File: src/rtl/gate_bank_arbiter.sv
// gate_bank_arbiter: round-robin share of one external 3-input gate bank between two requesters.
// Latency: req sampled at edge 0, gnt during ISSUE, done + rsp_data after edge 1, done drops at edge 2.
// Backpressure: none queued; a requester holds req until it sees gnt/done and is served on a later IDLE.
// Optional build macro GATE_BANK_SWEEP_EN adds an 8-cycle self-sweep of the bank (sweep_* ports).
module gate_bank_arbiter #(
  parameter int OP_W  = 3,
  parameter int RES_W = 9
) (
  input  logic             clk,
  input  logic             rst_n,
  input  logic [1:0]       req,
  input  logic [OP_W-1:0]  op0,
  input  logic [OP_W-1:0]  op1,
  output logic [1:0]       gnt,
  output logic [1:0]       done,
  output logic [RES_W-1:0] rsp_data,
  output logic [OP_W-1:0]  bank_in,
  input  logic [RES_W-1:0] bank_result
`ifdef GATE_BANK_SWEEP_EN
  ,
  input  logic             sweep_start,
  output logic             sweep_busy,
  output logic [RES_W-1:0] sweep_sig
`endif
);

  // SWEEP encoding is always reserved so the state register width is build-independent.
  typedef enum logic [1:0] {
    IDLE    = 2'd0,
    ISSUE   = 2'd1,
    CAPTURE = 2'd2,
    SWEEP   = 2'd3
  } state_t;

  state_t             state_q, state_d;
  logic [1:0]         gnt_q, gnt_d;
  logic [1:0]         done_q, done_d;
  logic [RES_W-1:0]   rsp_q, rsp_d;
  logic [OP_W-1:0]    opq_q, opq_d;
  logic               last_q, last_d;
  logic               win;

`ifdef GATE_BANK_SWEEP_EN
  logic [OP_W-1:0]    cnt_q, cnt_d;
  logic               busy_q, busy_d;
  logic [RES_W-1:0]   sig_q, sig_d;
`endif

  // Round-robin pick: a lone requester wins, a tie goes to whoever did not win last.
  always_comb begin
    win = 1'b0;
    if (req == 2'b11) begin
      win = ~last_q;
    end else begin
      win = req[1];
    end
  end

  // State register and all registered outputs; reset discards any in-flight transaction.
  always_ff @(posedge clk or negedge rst_n) begin
    if (!rst_n) begin
      state_q <= IDLE;
      gnt_q   <= '0;
      done_q  <= '0;
      rsp_q   <= '0;
      opq_q   <= '0;
      last_q  <= 1'b1;
    end else begin
      state_q <= state_d;
      gnt_q   <= gnt_d;
      done_q  <= done_d;
      rsp_q   <= rsp_d;
      opq_q   <= opq_d;
      last_q  <= last_d;
    end
  end

`ifdef GATE_BANK_SWEEP_EN
  // Sweep counter, busy flag and XOR signature registers.
  always_ff @(posedge clk or negedge rst_n) begin
    if (!rst_n) begin
      cnt_q  <= '0;
      busy_q <= 1'b0;
      sig_q  <= '0;
    end else begin
      cnt_q  <= cnt_d;
      busy_q <= busy_d;
      sig_q  <= sig_d;
    end
  end
`endif

  // Next-state and next-output logic for IDLE -> ISSUE -> CAPTURE -> IDLE (and SWEEP).
  always_comb begin
    state_d = state_q;
    gnt_d   = gnt_q;
    done_d  = done_q;
    rsp_d   = rsp_q;
    opq_d   = opq_q;
    last_d  = last_q;
`ifdef GATE_BANK_SWEEP_EN
    cnt_d   = cnt_q;
    busy_d  = busy_q;
    sig_d   = sig_q;
`endif
    case (state_q)
      IDLE: begin
        gnt_d  = '0;
        done_d = '0;
`ifdef GATE_BANK_SWEEP_EN
        // A sweep request outranks any pending requester.
        if (sweep_start) begin
          cnt_d   = '0;
          sig_d   = '0;
          busy_d  = 1'b1;
          state_d = SWEEP;
        end else
`endif
        if (|req) begin
          // Operands are captured here so the requester may change them after the grant.
          opq_d   = win ? op1 : op0;
          gnt_d   = win ? 2'b10 : 2'b01;
          last_d  = win;
          state_d = ISSUE;
        end
      end
      ISSUE: begin
        // Bank is driven from opq this cycle; capture its result and signal the winner.
        rsp_d   = bank_result;
        done_d  = gnt_q;
        gnt_d   = '0;
        state_d = CAPTURE;
      end
      CAPTURE: begin
        done_d  = '0;
        state_d = IDLE;
      end
`ifdef GATE_BANK_SWEEP_EN
      SWEEP: begin
        sig_d = sig_q ^ bank_result;
        cnt_d = cnt_q + OP_W'(1);
        if (cnt_q == {OP_W{1'b1}}) begin
          busy_d  = 1'b0;
          state_d = IDLE;
        end
      end
`endif
      default: begin
        gnt_d   = '0;
        done_d  = '0;
        state_d = IDLE;
      end
    endcase
  end

  // Bank input: latched operands, or the sweep counter while sweeping.
  always_comb begin
    bank_in = opq_q;
`ifdef GATE_BANK_SWEEP_EN
    if (state_q == SWEEP) begin
      bank_in = cnt_q;
    end
`endif
  end

  assign gnt      = gnt_q;
  assign done     = done_q;
  assign rsp_data = rsp_q;

`ifdef GATE_BANK_SWEEP_EN
  assign sweep_busy = busy_q;
  assign sweep_sig  = sig_q;
`endif

endmodule

File: config.mk
export PLATFORM = sky130hd
export DESIGN_NAME = gate_bank_arbiter
export DESIGN_NICKNAME = d
export VERILOG_FILES = /design/src/rtl/gate_bank_arbiter.sv
export SDC_FILE = /design/constraint.sdc
export NUM_CORES = 1
export LEC_CHECK = 0
export ABC_CLOCK_PERIOD_IN_PS = 1830
export CAP_MARGIN = 5
export CORE_MARGIN = 8
export CORE_UTILIZATION = 39
export DETAILED_ROUTE_END_ITERATION = 8
export HOLD_SLACK_MARGIN = 0.03
export PLACE_DENSITY = 0.8
export SETUP_SLACK_MARGIN = 0.15
export SKIP_LAST_GASP = 1
export SYNTH_ARGS = -nofsm -noshare
export SYNTH_HDL_FRONTEND = slang
export SYNTH_SLANG_ARGS = --single-unit
File: constraint.sdc
create_clock -name clk -period 1.83 [get_ports clk]
set_input_delay 0.366 -clock clk [delete_from_list [all_inputs] [get_ports clk]]
set_output_delay 0.366 -clock clk [all_outputs]
set_load 0.01 [all_outputs]
== After elaboration in Yosys (flattened, before gate mapping) ==
Index checks and enable logic that the tools add are counted.

* Register bits after elaboration: 19
* Input bits: 19
* Output and inout port bits: 16
* Logic and storage cells: 22

* Equality and inequality tests: 4
* Multiplexer cells: 8
* Bitwise gates (word level): 1
* Reductions and logical operators: 3

{| class="wikitable"
|+ Operators by type and width
! kind !! count
|-
| $mux 2 || 4
|-
| $pmux 2 s2 || 2
|-
| $eq 2x2->1 const B || 2
|-
| $mux 3 || 1
|-
| $eq 2x1->1 const B || 1
|-
| $logic_not 2->1 || 1
|-
| $ne 2x2->1 const B || 1
|-
| $reduce_and 2->1 || 1
|-
| $reduce_or 2->1 || 1
|-
| $mux 1 || 1
|-
| $not 1->1 || 1
|}

== Logic depth before layout (Yosys ltp) ==
* Depth in word-level cells: 5
* Mapped depth: 6
* Mapped depth without buffers: 4

== Least setup slack after synthesis ==
OpenSTA, ideal clock, no wires.

* Kind: input-to-reg
* From: input port req[1]
* To: register opq_q[0], in the netlist bank_in[0]
* Library setup time: 0.125 ns
* Arrival time: 1.168 ns
* Required time: 1.705 ns
* Slack: 0.537 ns
* Cell stages on the path: 3
* Buffers on the path: 0
* Cells stage by stage: a21boi_2 > mux2_1 > mux2_4

* Word-level cells in the longest chain between the ends: 3
* Elaborated cells between the ends (all ways): 5
* Classes of those cells: 1 x eq/ne; 2 x mux; 2 x reduce/logical

{| class="wikitable"
|+ RTL lines
! item !! RTL line !! text
|-
| start: declaration || 11 || <nowiki>input logic [1:0] req,</nowiki>
|-
| $eq 2x2->1 || 52 || <nowiki>if (req == 2'b11) begin</nowiki>
|-
| $mux 1 || 52 ||
|-
| $mux 3 || 121 || <nowiki>opq_d = win ? op1 : op0;</nowiki>
|-
| end signal: assignment || 73 || <nowiki>opq_q <= opq_d;</nowiki>
|-
| end: declaration || 39 || <nowiki>logic [OP_W-1:0] opq_q, opq_d;</nowiki>
|}

Several ways; a longest one is shown, not always the timed one.
A chain may end at the register's enable or synchronous reset.

== Worst setup path in the final report ==
* From: register gnt_q[1], in the netlist gnt[1]
* To: output port gnt[1]

{| class="wikitable"
|+ RTL lines
! item !! RTL line !! text
|-
| start: declaration || 36 || <nowiki>logic [1:0] gnt_q, gnt_d;</nowiki>
|-
| start signal: assignment || 70 || <nowiki>gnt_q <= gnt_d;</nowiki>
|-
| end: declaration || 14 || <nowiki>output logic [1:0] gnt,</nowiki>
|}

No word-level cell between the ends.

==> impl_metrics.yaml <==
setup_path:
  crit_buf_inv: 1
  cp.required_ns: 1.46
  r2r_slack_ns: 0.43
  crit_path_end_kind: "primary output"
  worstReg2RegStart: "state_q[1]"
  path_class: "flip-flop to primary output"
  cp.arrival_ns: 1.24
  path_delay_family: "buffers and inverters"
  start_kind: "flip-flop"
  r2r_end: "bank_in[1]"
  setup.worst_path.end: "gnt[1]"
  path_depth: 1
  max_stage_delay_ns: 0.55
  reg2reg_depth: 4
  crit_fanout: 3
  critPathLaunch: "gnt[1]"
  crit_chain: "clkdlybuf4s50_1"
  slowest_stage: "clkdlybuf4s50_1"
floorplan:
  die_h_microns: 59.6
  ioPinCount: 35
  start_util: 0.420
  die_w_microns: 59.6
  fp-row-count: 15
  die_area_sq_mm: 0.00355
  core-area_sq_mm: 0.00176
clock_tree:
  cts_buffers: 3
  post_cts_buffers: 0
  cts.htree.levels: 1
  holdBufCountCts: 0
  clockRootBuffer: "clkbuf_4"
  clk-insertion-delay-late_ns: 0.29
  clk_pin_slew_worst_paths_ns: 0.11
  cts-resized-gates: 0
  cts_tree: "built"
  clk_path_buf_depth: 2
  clock_sinks: 19
cells_and_area:
  post-route-cell-area_sq_mm: 0.00116
  fin_util: 0.657
  finalNetCount: 128
  diodes: 0
  drive_gt1_frac: 0.130
  synthToLayoutAreaGrowth_pct: 56.6
  filler_cell_count: 155
place:
  place_area_sq_mm: 0.00113
  hpwl_microns: 1520
  post-place-ws_ns: -0.0443
  io_buffers: 34
  gp_congestion: 0.669
global_route:
  grt_max_degree: 13
  grt_antenna_before_repair: 0
  grt_pass1_wl_microns: 3080
  first_global_vias: 678
  grt_use_total: 0.115
  grt-ovfl-total: 0
sta:
  layout_setup_ws_ns: 0.229
  drv_slew: 0
  min_period_ns: 1.60
  relSlewSlack: 0.691
  worst_pin_slew_ns: 0.461
  rsz0062_at_grt: "false"
  period_share: 0.875
  hold_viol: 0
  final-setup-viol-count: 0
  fin_skew_ns: 0.00437
  fmax_mhz: 624
synthesis:
  yosysUniqueCellTypes: 18
  synth_seq_cells: 19
  synth_fp_nets: 87
  ys_seq_area_frac: 0.644
  syn_area_per_cell_sq_um: 10.9
  netlist_area_sq_um: 741
  synth_top_area_share: 0.608
  syn-instance-count: 68
  yosys.area.top_type: "dfrtp_1"
  yosysWarnings: 0
  synthTopCellsByArea: "dfrtp_1 (61%), nand2_1 (14%), mux2_1 (4.6%), dfstp_2 (3.5%), mux2_2 (3.0%)"
route:
  viasPerCell: 4.69
  wl_microns: 1910
  vias: 624
  ant_nets: 0
  dr.pass1.iters: 4
  wire_per_inst_microns: 14.4
  drt_iter0_markers: 10
  drc: 0
job:
  cap_viol_max_count: 0
pwr:
  peakVddDrop_mv: 0.799
  p_leak_nw: 0.545
  powerDensity_mw_per_mm2: 1560
hold_path:
  worstHoldPathType: "input pin to asynchronous set/reset pin"
run_status:
  status: "finished clean"
-- worst min-delay path by stage --
stage,startpoint,end,cells after the start
after floorplan,rst_n,bank_in[0],0
after global placement,rsp_data[0],rsp_data[0],2
after detailed placement,rsp_data[3],rsp_data[3],2
after CTS,rst_n,done[0],1
after global routing,rst_n,bank_in[0],1
final,rst_n,done[0],1
-- layout by cell type (no fill, tap or decap) --
cell type	count
clkdlybuf4s50_1	34
nand2_1	28
dfrtp_1	18
buf_4	4
mux2_1	3
clkbuf_4	3
and2_1	2
nor2_1	2
mux2_2	2
nand2b_1	1
inv_2	1
a21boi_2	1
o21ai_0	1
o22ai_1	1
mux2i_1	1
inv_1	1
a21oi_1	1
a31oi_1	1
mux2_4	1
clkinv_2	1
dfstp_2	1
-- metrics by stage --
| stage | hold slack, ns | TNS [ns] | power, mW | std cells |
|---|---|---|---|---|
| 2_1_floorplan | 0.0704 | 0 | 1.14 | 68 |
| 3_3_place_gp | 0.458 | 0 | 1.59 | 129 |
| 3_5_place_dp | 0.466 | -0.0826 | 1.62 | 129 |
| 4_1_cts | 0.379 | 0 | 1.83 | 133 |
| 5_1_grt | 0.396 | 0 | 1.95 | 133 |
| 6_report | 0.382 | 0 | 1.81 | 133 |
-- report_power, final --
group | leakage [nW] | switching [mW] | internal [mW] | total [mW]
combinational | 0.292 | 0.381 | 0.476 | 0.856
clock | 0.0177 | 0.124 | 0.0812 | 0.205
sequential | 0.235 | 0.122 | 0.624 | 0.746
-- area by class of cell --
cell class	count	area, sq um	area share
Tap cell	25	31.3	0.0270
Sequential cell	19	477	0.411
Clock buffer	3	22.5	0.0194
Inverter	2	7.51	0.00647
Multi-Input combinational cell	45	246	0.213
Clock inverter	1	5.00	0.00432
Timing Repair Buffer	38	370	0.319
-- cells in the mapped netlist --
| master | number |
|---|---|
| nor2_1 | 2 |
| nand2_1 | 28 |
| inv_1 | 1 |
| and2_1 | 2 |
| dfstp_2 | 1 |
| a21boi_2 | 1 |
| nand2b_1 | 1 |
| o22ai_1 | 1 |
| mux2_2 | 2 |
| o21ai_0 | 1 |
| mux2i_1 | 1 |
| mux2_4 | 1 |
| mux2_1 | 3 |
| buf_2 | 2 |
| dfrtp_1 | 18 |
| a21oi_1 | 1 |
| a31oi_1 | 1 |
| inv_2 | 1 |
-- sequential cells by signal, summed over array words and instances, names as in the netlist --
| name | cells |
|---|---|
| rsp_data | 9 |
| bank_in | 3 |
| done | 2 |
| gnt | 2 |
| state_q | 2 |
| last_q | 1 |
-- cells by family after synthesis --
kind of cell,Yosys count,share of synthesized area
buffers and inverters,4,0.0236
and+or+nand+nor,33,0.177
DFF,19,0.644
AOI/OAI and AO/OA,5,0.0456
muxes,7,0.110
-- layer usage --
layer,wire [microns],vias up,share of wire,track usage
met5,0,-,0,0
met4,27,0,0.014,0.0510
met3,126,4,0.066,0.0282
met2,1030,26,0.54,0.205
met1,731,297,0.38,0.125
li1,-,297,-,-
Power figures use the tool's default switching activity.
